**src/rtl/combined_memory_hs.sv**
```systemverilog
// A/D register pair for the nandgame CPU with a req/ack data-RAM port that stalls the CPU.
// Optional A auto-increment input a_inc_i is enabled by defining COMBINED_MEMORY_AUTOINC_EN.
module combined_memory_hs #(
  parameter int WIDTH  = 16,
  parameter int ADDR_W = 16
) (
  input  logic              clk,
  input  logic              rst_n,
`ifdef COMBINED_MEMORY_AUTOINC_EN
  input  logic              a_inc_i,
`endif
  input  logic              a_we_i,
  input  logic              d_we_i,
  input  logic              dref_we_i,
  input  logic              dref_rd_i,
  input  logic [WIDTH-1:0]  dat_x_i,
  output logic [WIDTH-1:0]  dat_a_o,
  output logic [WIDTH-1:0]  dat_d_o,
  output logic [WIDTH-1:0]  dat_dref_a_o,
  output logic              stall_o,
  output logic              ram_req_o,
  output logic              ram_we_o,
  output logic [ADDR_W-1:0] ram_addr_o,
  output logic [WIDTH-1:0]  ram_wdata_o,
  input  logic              ram_ack_i,
  input  logic [WIDTH-1:0]  ram_rdata_i,
  output logic [1:0]        dbg_state_o
);

  // RAM handshake: ram_req_o/ram_we_o/ram_addr_o/ram_wdata_o are held stable from the
  // first cycle of a request until the cycle in which ram_ack_i=1; a transfer completes
  // exactly in that cycle, and ram_ack_i is ignored whenever ram_req_o=0.
  typedef enum logic [1:0] {
    S_IDLE = 2'd0,
    S_RD   = 2'd1,
    S_WR   = 2'd2
  } state_e;

  state_e            state_q, state_d;
  logic [WIDTH-1:0]  a_q, a_d;
  logic [WIDTH-1:0]  d_q, d_d;
  logic [WIDTH-1:0]  rbuf_q, rbuf_d;
  logic              rd_valid_q, rd_valid_d;
  logic [ADDR_W-1:0] waddr_q, waddr_d;
  logic [WIDTH-1:0]  wbuf_q, wbuf_d;

  assign stall_o      = (state_q != S_IDLE) | (dref_rd_i & ~rd_valid_q);
  assign dat_a_o      = a_q;
  assign dat_d_o      = d_q;
  assign dat_dref_a_o = rbuf_q;
  assign dbg_state_o  = state_q;

  always_comb begin
    state_d     = state_q;
    a_d         = a_q;
    d_d         = d_q;
    rbuf_d      = rbuf_q;
    rd_valid_d  = rd_valid_q;
    waddr_d     = waddr_q;
    wbuf_d      = wbuf_q;
    ram_req_o   = 1'b0;
    ram_we_o    = 1'b0;
    ram_addr_o  = a_q[ADDR_W-1:0];
    ram_wdata_o = '0;

    case (state_q)
      S_IDLE: begin
        if (dref_rd_i && !rd_valid_q) begin
          state_d = S_RD;
        end else begin
          // Commit: every register update uses the pre-commit A as the write address.
          rd_valid_d = 1'b0;
          if (a_we_i) begin
            a_d = dat_x_i;
          end
`ifdef COMBINED_MEMORY_AUTOINC_EN
          else if (a_inc_i) begin
            a_d = a_q + WIDTH'(1);
          end
`endif
          if (d_we_i) begin
            d_d = dat_x_i;
          end
          if (dref_we_i) begin
            waddr_d = a_q[ADDR_W-1:0];
            wbuf_d  = dat_x_i;
            state_d = S_WR;
          end
        end
      end

      S_RD: begin
        ram_req_o = 1'b1;
        if (ram_ack_i) begin
          rbuf_d     = ram_rdata_i;
          rd_valid_d = 1'b1;
          state_d    = S_IDLE;
        end
      end

      S_WR: begin
        ram_req_o   = 1'b1;
        ram_we_o    = 1'b1;
        ram_addr_o  = waddr_q;
        ram_wdata_o = wbuf_q;
        if (ram_ack_i) begin
          state_d = S_IDLE;
        end
      end

      default: begin
        state_d = S_IDLE;
      end
    endcase
  end

  always_ff @(posedge clk) begin
    if (!rst_n) begin
      state_q    <= S_IDLE;
      a_q        <= '0;
      d_q        <= '0;
      rbuf_q     <= '0;
      rd_valid_q <= 1'b0;
      waddr_q    <= '0;
      wbuf_q     <= '0;
    end else begin
      state_q    <= state_d;
      a_q        <= a_d;
      d_q        <= d_d;
      rbuf_q     <= rbuf_d;
      rd_valid_q <= rd_valid_d;
      waddr_q    <= waddr_d;
      wbuf_q     <= wbuf_d;
    end
  end

endmodule
```
**config.mk**
```make
export PLATFORM = sky130hd
export DESIGN_NAME = combined_memory_hs
export DESIGN_NICKNAME = d
export VERILOG_FILES = /design/src/rtl/combined_memory_hs.sv
export SDC_FILE = /design/constraint.sdc
export NUM_CORES = 1
export LEC_CHECK = 0
export ABC_CLOCK_PERIOD_IN_PS = 3320
export CAP_MARGIN = 20
export CORE_MARGIN = 2
export CORE_UTILIZATION = 40
export CTS_CLUSTER_SIZE = 40
export DETAILED_ROUTE_END_ITERATION = 6
export PLACE_DENSITY = 0.78
export SLEW_MARGIN = 10
export SYNTH_ARGS = -nofsm -noshare
export SYNTH_HDL_FRONTEND = slang
export SYNTH_SLANG_ARGS = --single-unit
```
**constraint.sdc**
```tcl
create_clock -name clk -period 3.32 [get_ports clk]
set_input_delay 0.664 -clock clk [delete_from_list [all_inputs] [get_ports clk]]
set_output_delay 0.664 -clock clk [all_outputs]
set_load 0.05 [all_outputs]
```
== Word level (Yosys, flattened, before mapping) ==
Cells that the tools add are included.

* Add/subtract/negate cells: 0
* $mul: 0
* Divide/modulo/power cells: 0
* $lt $le $gt $ge: 0
* Eq/ne operators: 6
* Shift-type cells: 0
* Multiplexer cells: 11
* Bitwise gates (word level): 4
* Reductions and logical operators: 12

{| class="wikitable"
|+ Operators by type and width
! kind !! count
|-
| two-way mux 16 bit || 2
|-
| AND reduction 3 bit || 4
|-
| two-way mux 2 bit || 3
|-
| two-way mux 1 bit || 4
|-
| inequality test 2 bit (second input constant) || 2
|-
| one-hot mux 2 bit (2 select lines) || 1
|-
| AND reduction 2 bit || 2
|-
| nonzero test 2 bit || 2
|-
| inequality test 3 bit (second input constant) || 1
|-
| equality test 2 x 1 -> 1 bit (second input constant) || 1
|-
| equality test 2 bit (second input constant) || 1
|-
| zero test 2 bit || 1
|-
| inequality test 2 x 1 -> 1 bit (second input constant) || 1
|-
| inverter 1 bit || 2
|-
| one-hot mux 1 bit (2 select lines) || 1
|-
| OR reduction 2 bit || 1
|-
| bitwise AND 1 bit || 1
|-
| logical AND 1 bit || 1
|-
| zero test 1 bit || 1
|-
| OR 1 bit || 1
|}

* Register bits after elaboration: 83
* Latch bits: 0
* Memory bits (writable): 0
* Memory bits (read-only): 0
* Output and inout port bits: 85
* Word-level logic and storage cells: 40
* Memories kept: 0

== Logic depth before layout (Yosys ltp) ==
* Depth in word-level cells: 4
* Depth in mapped cells: 7
* Mapped depth without buffers: 5

== Least setup slack after synthesis ==
OpenSTA, ideal clock, no wires.

* Path kind: reg2out
* From: register state_q[1] (netlist: dbg_state_o[1])
* To: output port ram_addr_o[10]
* Arrival: 2.140 ns
* Data required time: 2.656 ns
* Setup slack: 0.516 ns
* Cell stages (with the launch flop): 4
* Cell sequence: dfxtp_1 > ha_1 > buf_2 > mux2_1

* Longest elaborated chain between the ends: 2

{| class="wikitable"
|+ RTL lines
! item !! RTL line !! source
|-
| start: declaration || 39 || <nowiki>state_e state_q, state_d;</nowiki>
|-
| start signal: assignment || 127 || <nowiki>state_q <= state_d;</nowiki>
|-
| equality test 2 bit || 66 || <nowiki>case (state_q)</nowiki>
|-
| two-way mux 16 bit || 66 ||
|-
| end: declaration || 23 || <nowiki>output logic [ADDR_W-1:0] ram_addr_o,</nowiki>
|}

No other way between the ends.

== Worst setup path after layout ==
* From: input port dref_rd_i
* To: output port stall_o

* Longest elaborated chain between the ends: 2

{| class="wikitable"
|+ RTL lines
! item !! RTL line !! source
|-
| start: declaration || 15 || <nowiki>input logic dref_rd_i,</nowiki>
|-
| bitwise AND 1 bit || 47 || <nowiki>assign stall_o = (state_q != S_IDLE) | (dref_rd_i & ~rd_valid_q);</nowiki>
|-
| OR 1 bit || 47 ||
|-
| end: declaration || 20 || <nowiki>output logic stall_o,</nowiki>
|}

No other way between the ends.

==> results.md <==
Clocking:
- CTS saw 83 sinks.
- The count of hold-fix buffers inserted at cts is 0.
- TritonCTS built the clock tree.
- The H-tree depth is 3.
- The buffer cell driving the clock tree root is sky130_fd_sc_hd__clkbuf_8.
- The clock latency on the worst-skew pair is between 0.3 and 0.4 ns.
- The number of setup buffers added after CTS is 0.
- The maximum count of clock buffers along a single path is 2.
- In this run, CTS created clock tree buffers numbering 9.
- After clock tree synthesis, the clock-pin slew on the worst setup and hold paths is approximately 0.070 ns.
- The quantity of gates resized following cts is 0.

Flow run:
- The max capacitance violation total is 0.

Synthesis:
- After synthesis the netlist holds a flip-flop and latch count of 83.
- The instance count of the mapped netlist is 359.
- The Yosys step of the flow raised 0 warnings.
- The share of the Yosys chip area taken by registers is 47.8%.
- The number of distinct library cells after synthesis is 20.
- The number of nets in the synthesized netlist is between 400 and 500.
- Dividing the synthesized area by the synthesized cell count gives between 9 and 10 µm².
- In this run the cell area of the synthesized design comes to 3480 µm².

STA:
- The final critical-path share of the clock period is 84.8%.
- The clock period could shrink to between 2 and 3 ns.
- The number of pins exceeding their max-slew limit in the final report is 0.
- Setup repair after global routing left no endpoint under its margin.
- The slew of the pin with the lowest slew margin is ~0.94 ns.
- The sum of negative setup slack is 0 ns.
- The maximum clock frequency is approximately 0.36 GHz.
- Clock skew on the completed layout was measured at 0.00798 ns.
- The relative slew slack is between 30 and 40%.
- The final count of hold timing violations is 0.
- Setup violations remaining at the end of the flow were counted as 0.

Floorplanning:
- The floorplan step set the die height to 97.3 µm.
- After floorplanning, the core was sized to cover 8590 µm².
- The width of the die is 97.3 µm.
- The initial standard-cell utilization of the core is about two fifths.
- The number of rows created at floorplan is 34.
- 124 I/O pins were placed.
- The area enclosed by the die boundary is about 9500 µm².

Global route:
- The number of antenna violations at the first check in global routing is 0.
- Global routing used approximately 17% of the available tracks across all layers.
- The total overflow reported by the global router is 0.
- The wire length of the first global-routing pass is between 10 and 15 mm.
- The maximum number of pins on one net before global-route repair is a little over 100.
- The via count of the first global-routing pass is around 2800.

Drt:
- The DRC violation total after the first TritonRoute iteration is 64.
- Using the TritonRoute via totals, the vias-per-cell ratio works out to ~4.8.
- The detail route stage leaves a number of antenna-violating nets equal to 0.
- The detailed-router iteration count before antenna repair is 4.
- The final routed wire length divided by cell count is roughly 14 µm.
- In the routed design, unresolved DRC markers number 0.
- The detailed router placed 2761 vias in this run.
- For this block, the routed nets add up to about 8.0 mm of wire.

Setup path:
- The endpoint class of the critical path is an output port.
- The setup path with the least slack is of type in -> out.
- The worst register-to-register path ends at waddr_q[5].
- The launching element type of the critical path is a primary input.
- Tracing the worst setup path back leads to its startpoint at dref_rd_i.
- The logic depth of the worst register-to-register path is 4.
- For the worst setup path, the data required time is 2.66 ns.
- The critical-path maximum fanout is 6.
- The launching point of the worst reg2reg path is dbg_state_o[0].
- For flop-to-flop paths, the worst setup slack is about 1.6 ns.
- The end point of the critical path is stall_o.
- The signal arrival time at the worst endpoint is 2.15 ns.

Power and ir drop:
- The share of total power dissipated in the clock network is a little under a third.
- The analysis attributes to net switching a power of approximately 0.76 mW.
- Net switching is approximately 31% of the power.
- Summed over all cells, the static leakage comes to 1.91 nW.
- The worst-case IR drop observed on VDD is roughly 0.00036 V.
- The combinational share of power is around 26%.
- Internal power comes to between 1.5 and 2 mW.
- Of the total power, registers draw 43.8%.
- The power per standard cell area is 511 nW/µm².
- Total power for the finished layout comes to approximately 2.5 mW.

Worst hold path:
- The tightest min-delay check is of the reg -> reg type.
- The instance count along the most critical hold path is 2.

Placement:
- The total of buffers placed on input and output ports is 123.
- Once detailed placement completed, the half-perimeter wirelength came to approximately 5.4 mm.
- At the end of routability-driven placement, the weighted congestion stood at ~0.76.

Layout:
- The synthesis-to-finish area growth is 39.3%.
- The layout cell share with drive strength beyond 1 is roughly an eighth.
- The number of nets in the final layout is approximately 510.
- In the layout the commonest cells are sky130_fd_sc_hd__nand2_1, sky130_fd_sc_hd__clkdlybuf4s50_1, sky130_fd_sc_hd__dfxtp_1.
- Leaving out fill and tap cells, the most frequent cell in the layout is sky130_fd_sc_hd__nand2_1.
- The count of filler cells inserted in the layout is 753.
- Once layout is complete, the utilization of the core stands at a little under three fifths.
- The number of antenna diodes in the final layout is 0.

Status:
- The run finished with clean final reports.
## synth_stat cells
| cell | n | area (µm²) |
|---|---|---|
| sky130_fd_sc_hd__nand2_1 | 117 | 439 |
| sky130_fd_sc_hd__dfxtp_1 | 83 | 1660 |
| sky130_fd_sc_hd__mux2i_1 | 64 | 641 |
| sky130_fd_sc_hd__and2_1 | 17 | 106 |
| sky130_fd_sc_hd__a21boi_1 | 16 | 120 |
| sky130_fd_sc_hd__mux2_1 | 14 | 158 |
| sky130_fd_sc_hd__clkbuf_1 | 10 | 37.5 |
| sky130_fd_sc_hd__buf_6 | 8 | 90.1 |
| sky130_fd_sc_hd__buf_2 | 7 | 35.0 |
| sky130_fd_sc_hd__ha_1 | 4 | 50.1 |
| sky130_fd_sc_hd__a21oi_1 | 3 | 15.0 |
| sky130_fd_sc_hd__and3_4 | 3 | 33.8 |
| sky130_fd_sc_hd__inv_1 | 3 | 11.3 |
| sky130_fd_sc_hd__mux2_2 | 2 | 22.5 |
| sky130_fd_sc_hd__nor2b_1 | 2 | 12.5 |
| sky130_fd_sc_hd__o21ai_0 | 2 | 10.0 |
| sky130_fd_sc_hd__and3b_1 | 1 | 8.76 |
| sky130_fd_sc_hd__nand2b_4 | 1 | 13.8 |
| sky130_fd_sc_hd__nor2_1 | 1 | 3.75 |
| sky130_fd_sc_hd__o32ai_1 | 1 | 8.76 |
## power by group through the flow
stage                     registers [mW]  clock network (mW)  logic (mW)
after floorplan                     1.24                   0       0.306
after global placement              1.11                   0       0.630
after detailed placement            1.11                   0       0.637
after CTS                           1.09               0.781       0.640
after global routing                1.09               0.826       0.668
final                               1.09               0.758       0.633
## worst min-delay path by stage
stage,endpoint,start
4_1_cts,wbuf_q[14],wbuf_q[14]
2_1_floorplan,wbuf_q[0],wbuf_q[0]
3_5_place_dp,wbuf_q[4],wbuf_q[4]
3_3_place_gp,wbuf_q[14],wbuf_q[14]
6_report,wbuf_q[14],wbuf_q[14]
5_1_grt,wbuf_q[13],wbuf_q[13]
## metrics by stage
stage	setup slack (ns)	std cells	hold WS [ns]	area, µm²
after CTS	0.493	581	0.455	4840
after global routing	0.445	581	0.471	4840
after floorplan	0.516	359	0.430	3480
after global placement	0.505	568	0.437	4640
after detailed placement	0.509	568	0.444	4640
final	0.503	581	0.454	4840
## logic make-up (layout without fill, tap and decap cells)
| kind of cell | after synthesis | in the layout | synth area share, % |
|---|---|---|---|
| adders and majority gates | 4 | 4 | 1.44 |
| buffers and inverters | 28 | 142 | 5.00 |
| DFF | 83 | 83 | 47.8 |
| and+or+nand+nor | 142 | 142 | 17.8 |
| AOI/OAI and AO/OA | 22 | 22 | 4.42 |
| muxes | 80 | 80 | 23.6 |
## routing by layer
| metal | global-route usage (%) | part of all wire, % | routed length, µm | vias to the layer above |
|---|---|---|---|---|
| met5 | 0 | 0 | 0 | - |
| met4 | 6.84 | 1.8 | 144 | 0 |
| met3 | 3.74 | 4.9 | 386 | 11 |
| met2 | 27.9 | 47 | 3750 | 75 |
| met1 | 21.7 | 46 | 3670 | 1275 |
| li1 | - | - | - | 1400 |
## registers in the layout, summed over array words and instances, names as in the netlist
name / flops
dat_dref_a_o: 16
waddr_q: 16
dat_d_o: 16
wbuf_q: 16
dat_a_o: 16
dbg_state_o: 2
rd_valid_q: 1
## critical path, stage by stage
cell and delay, ns:
sky130_fd_sc_hd__clkdlybuf4s50_1 0.52, sky130_fd_sc_hd__nand2b_4 0.09, sky130_fd_sc_hd__nand2_1 0.08, sky130_fd_sc_hd__clkdlybuf4s50_1 0.80
## final cells by class
type,count,area (µm²),share of cell area (%)
clock buffers,10,138,2.84
clock inverters,3,65.1,1.34
inverters,3,11.3,0.232
multi-input cells,248,1640,33.9
flip-flops and latches,83,1660,34.3
well taps,108,135,2.79
repair buffers,126,1190,24.6
No activity file was read; power rests on OpenSTA's default activity.
